`src/rtl/sample_ntt.sv`:
```
// ML-KEM SampleNTT rejection sampler: 64-bit SHAKE128 lanes in,
// 12-bit coefficients below Q out to the polynomial RAM write port.
module sample_ntt (
  input  logic        clk_i,
  input  logic        rst_i,
  input  logic        start_i,
  input  logic [63:0] lane_i,
  input  logic        lane_valid_i,
  output logic        lane_ready_o,
  output logic [11:0] coef_o,
  output logic [7:0]  coef_idx_o,
  output logic        coef_valid_o,
  output logic        busy_o,
  output logic        done_o
);

  localparam logic [11:0] Q = 12'd3329;
  localparam logic [7:0]  LAST = 8'd255;

  typedef enum logic {IDLE, RUN} state_e;

  state_e      state_q;
  logic [79:0] buf_q;
  logic [3:0]  cnt_q;
  logic        ph_q;
  logic [11:0] h_q;
  logic [7:0]  idx_q;
  logic [11:0] coef_q;
  logic [7:0]  coef_idx_q;
  logic        coef_valid_q;
  logic        busy_q;
  logic        done_q;

  logic [7:0]  b0, b1, b2;
  logic [11:0] d1, cand;
  logic [79:0] lane_ext;
  logic        run, ld, pop, cand_vld, acc, last;

  always_comb begin
    b0       = buf_q[7:0];
    b1       = buf_q[15:8];
    b2       = buf_q[23:16];
    d1       = {b1[3:0], b0};
    run      = (state_q == RUN);
    ld       = lane_ready_o && lane_valid_i;
    pop      = run && !ph_q && (cnt_q >= 4'd3);
    cand_vld = run && (pop || ph_q);
    cand     = ph_q ? h_q : d1;
    acc      = cand_vld && (cand < Q);
    last     = acc && (idx_q == LAST);
    // new lane lands directly behind the bytes already held
    lane_ext = {16'h0, lane_i} << {cnt_q, 3'b000};
  end

  assign lane_ready_o = (state_q == RUN) && (cnt_q <= 4'd2);
  assign coef_o       = coef_q;
  assign coef_idx_o   = coef_idx_q;
  assign coef_valid_o = coef_valid_q;
  assign busy_o       = busy_q;
  assign done_o       = done_q;

  always_ff @(posedge clk_i) begin
    if (rst_i) begin
      state_q      <= IDLE;
      buf_q        <= '0;
      cnt_q        <= '0;
      ph_q         <= 1'b0;
      h_q          <= '0;
      idx_q        <= '0;
      coef_q       <= '0;
      coef_idx_q   <= '0;
      coef_valid_q <= 1'b0;
      busy_q       <= 1'b0;
      done_q       <= 1'b0;
    end else begin
      coef_valid_q <= 1'b0;
      done_q       <= 1'b0;
      if (start_i) begin
        state_q <= RUN;
        busy_q  <= 1'b1;
        buf_q   <= '0;
        cnt_q   <= '0;
        ph_q    <= 1'b0;
        idx_q   <= '0;
      end else if (state_q == RUN) begin
        if (ld) begin
          buf_q <= buf_q | lane_ext;
          cnt_q <= cnt_q + 4'd8;
        end
        if (pop) begin
          buf_q <= buf_q >> 24;
          cnt_q <= cnt_q - 4'd3;
          h_q   <= {b2, b1[7:4]};
          ph_q  <= 1'b1;
        end else if (ph_q) begin
          ph_q <= 1'b0;
        end
        if (acc) begin
          coef_q       <= cand;
          coef_idx_q   <= idx_q;
          coef_valid_q <= 1'b1;
          idx_q        <= idx_q + 8'd1;
        end
        // final coefficient: drop any pending d2 and leftover bytes
        if (last) begin
          done_q  <= 1'b1;
          busy_q  <= 1'b0;
          state_q <= IDLE;
        end
      end
    end
  end

endmodule

```
`config.mk`:
```
export PLATFORM = sky130hd
export DESIGN_NAME = sample_ntt
export DESIGN_NICKNAME = d
export VERILOG_FILES = /design/src/rtl/sample_ntt.sv
export SDC_FILE = /design/constraint.sdc
export NUM_CORES = 1
export LEC_CHECK = 0
export ABC_CLOCK_PERIOD_IN_PS = 2600
export BUFFER_PORTS_ARGS = -buffer_cell sky130_fd_sc_hd__buf_2
export CAP_MARGIN = 30
export CORE_MARGIN = 4
export CORE_UTILIZATION = 55
export DETAILED_ROUTE_END_ITERATION = 7
export GPL_TIMING_DRIVEN = 1
export HOLD_SLACK_MARGIN = 0.02
export PLACE_DENSITY = 0.76
export SYNTH_ARGS = -nofsm -noshare
export SYNTH_HDL_FRONTEND = slang
export SYNTH_SLANG_ARGS = --single-unit
```
`constraint.sdc`:
```
create_clock -name clk_i -period 2.6 [get_ports clk_i]
set_clock_uncertainty 0.15 [all_clocks]
set_input_delay 0.39 -clock clk_i [delete_from_list [all_inputs] [get_ports clk_i]]
set_output_delay 0.39 -clock clk_i [all_outputs]
set_load 0.01 [all_outputs]
```
==> impl_metrics.toml <==
[clock_network]
cts_resized = 0
post_cts_buffers = 0
clock_path_buffers = 2
cts_buffers = 17
root_buffer = "clkbuf_16"
clk_pin_slew_worst_paths_ns = 0.06
clock_latency_ns = 0.42
cts_sinks = 129
cts_tree = "yes"
cts_hold_buf = 0
htreeDepth = 4

[power_and_ir_drop]
power.share.clock = 0.482
internal_power_uw = 3740
swShare = 0.235
switchingPower_uw = 1150
power_density_mw_per_mm2 = 586
ir_drop_mv = 0.457
leakagePower_uw = 0.00304
pwr-share-comb = 0.103
p_seq_frac = 0.416

[drt]
vias = 6974
drt_pass1_iterations = 5
wirelength_um = 21200
drc = 0
drt_iter0_drc = 754
postRouteAntennaNets = 0
detail_route.vias_per_cell = 6.45
wl_per_cell_um = 19.6

[sta]
max_freq_ghz = 0.405
final-max-slew-violation-count = 0
final-setup-viol-count = 0
fin_crit_ns = 2.47
hold_slack_ns = 0.188
fin_ws_ns = 0.129
tns_ns = 0
slew_headroom = 0.413
worst_pin_slew_ns = 0.880
finalCritPeriodShare = 0.950
rsz0062_at_grt = "no"
hold_viol = 0

[synthesis]
synth_area_mm2 = 0.00715
async_flop_share = 0
ys_warn_count = 0
muxShareOfSynthArea = 0.207
ys_ff_latch = 129
synth_xor_xnor_area_share = 0.00245
synthAdderAreaFrac = 0.00525
synth_nets = 912
synth_compound_area_frac = 0.227
syn_area_per_cell_um2 = 8.51
synth_cells = 841
seq_area_frac_synth = 0.361
synth_ff_type = "dfxtp_1"
synth_cell_types = 47
synth_top_family_by_area = "compound AO/OA/AOI/OAI gates"
synth_edf_count = 0
yosys.area_share.simple = 0.150

[critical_path]
r2r_slack_ns = 0.13
crit_arrival_ns = 1.93
endpoint_kind = "output pin"
path_cells = "ha_1 -> nand2b_1 -> and3_1 -> buf_2"
slowest_stage = "and3_1"
cp_data_required_time_ns = 2.06
slowest_delay_ns = 0.53
start_kind = "flop"
worstSetupPathType = "flop to output pin"
critPathMaxFanout = 11

[placed_design]
routabilityCongestion = 0.989
dp_hpwl_um = 15000
io_buffers = 91
dp_cells = 1051
post-place-ws_ns = 0.177

[worst_hold_path]
hold_class = "input pin to flop"

[floorplanning]
io_pins = 92
die_area_mm2 = 0.0149
die_w_um = 122
start_util = 0.565
rows = 41
core_area_mm2 = 0.0127
dieHeight_um = 122

[final_layout]
nets = 969
drive_gt1_frac = 0.227
multi_input_area_mm2 = 0.00424
regArea_mm2 = 0.00259
num_antenna_cells = 0
finalNonFillerCells = 1082
n_fill_cell = 1055
fin_util = 0.659
synthToLayoutAreaGrowth_pct = 16.8

[grt]
gr-usage-all-layers = 0.292
grt_pass1_vias = 6738
grt_max_degree = 77
grt_pass1_wl_um = 34400
antenna_found_initial = 0
grt-ovfl-total = 0

[job]
max-cap-violations = 0

[status]
status = "finished clean"
-- Yosys cell counts, types with 6 or more instances --
library cell / count / area share
a211o_1: 8 / 0.0098
a211oi_1: 14 / 0.015
a21oi_1: 103 / 0.072
a311oi_1: 10 / 0.012
a31oi_1: 9 / 0.0079
buf_1: 9 / 0.0047
buf_2: 11 / 0.0077
clkbuf_1: 58 / 0.030
dfxtp_1: 129 / 0.36
inv_1: 7 / 0.0037
mux2_2: 21 / 0.033
mux2i_1: 50 / 0.070
mux4_2: 33 / 0.10
nand2_1: 52 / 0.027
nand3_1: 15 / 0.010
nor2_1: 105 / 0.055
nor3_1: 34 / 0.024
o21ai_0: 92 / 0.064
o22ai_1: 6 / 0.0052
o2bb2ai_1: 9 / 0.011
o31ai_1: 6 / 0.0063
-- registers in the layout (all words and copies together), names as in the netlist --
name,flops
idx_q,8
coef_o,12
busy_o,1
cnt_q,4
coef_idx_o,8
h_q,12
run,1
done_o,1
buf_q,80
coef_valid_o,1
ph_q,1
-- final cells by class --
type	instances	share of cell area
multi-input combinational	626	0.507
inverter	7	0.00314
clock inverter	5	0.00898
sequential	129	0.310
clock buffer	26	0.0609
tap	172	0.0258
timing repair buffer	117	0.0843
-- placed cells by master (no fill, tap or decap), drive strengths merged, types with 5 or more instances in the layout --
master and instances:
a311oi 10, a211o 8, or3 5, mux2i 50, o2bb2ai 9, a31oi 9
nand2 52, a22oi 5, inv 7, o22ai 7, a211oi 14, clkbuf 26
nor3 34, and3 5, buf 117, nand3 15, o21ai 92, mux2 21
nor2 105, o31ai 6, a21oi 103, mux4 33, dfxtp 129
-- kinds of logic (layout without fill, tap and decap cells) --
family,count (synthesis),in the layout
AOI/OAI and AO/OA,276,276
and+or+nand+nor,241,241
DFF,129,129
muxes,104,104
buffers and inverters,86,155
adders and majority gates,3,3
xor gates and xnor gates,2,2
-- worst paths after layout --
path | depth (start not counted) | start | end
max | 4 | cnt_q[1]$_SDFFE_PP0P_ | lane_ready_o
min | 3 | lane_i[1] | buf_q[1]$_SDFFE_PP0P_
min reg2reg | 2 | buf_q[19]$_SDFFE_PP0P_ | h_q[7]$_SDFFE_PP0P_
max reg2reg | 5 | ph_q$_SDFFE_PP0P_ | idx_q[7]$_SDFFE_PP0P_
-- power by group through the flow --
| stage | registers, uW | logic [uW] | clock network [uW] |
|---|---|---|---|
| 2_1_floorplan | 2070 | 297 | 0 |
| 3_3_place_gp | 2070 | 473 | 0 |
| 3_5_place_dp | 2080 | 488 | 0 |
| 4_1_cts | 2030 | 491 | 2370 |
| 5_1_grt | 2040 | 544 | 2480 |
| 6_report | 2030 | 502 | 2360 |
-- critical path, delay by kind of cell, from the launching register on --
kind,cells,cell delay [ns]
and+or+nand+nor,2,0.67
DFF,1,0.42
adders and majority gates,1,0.18
buffers and inverters,1,0.24
-- per-stage QoR --
stage	power (uW)	cell area, um^2
floorplan	2370	7150
global placement	2550	7760
detailed placement	2560	7770
CTS	4890	8360
global route	5060	8360
finish	4890	8360
-- layer usage --
metal,global-route usage,up-vias,wire [um]
met3,0.0636,64,1790
met5,0,-,0
li1,-,3229,-
met1,0.378,3348,8510
met4,0.110,0,734
met2,0.479,333,10200
Note: power is estimated with default switching activity, not from simulation.
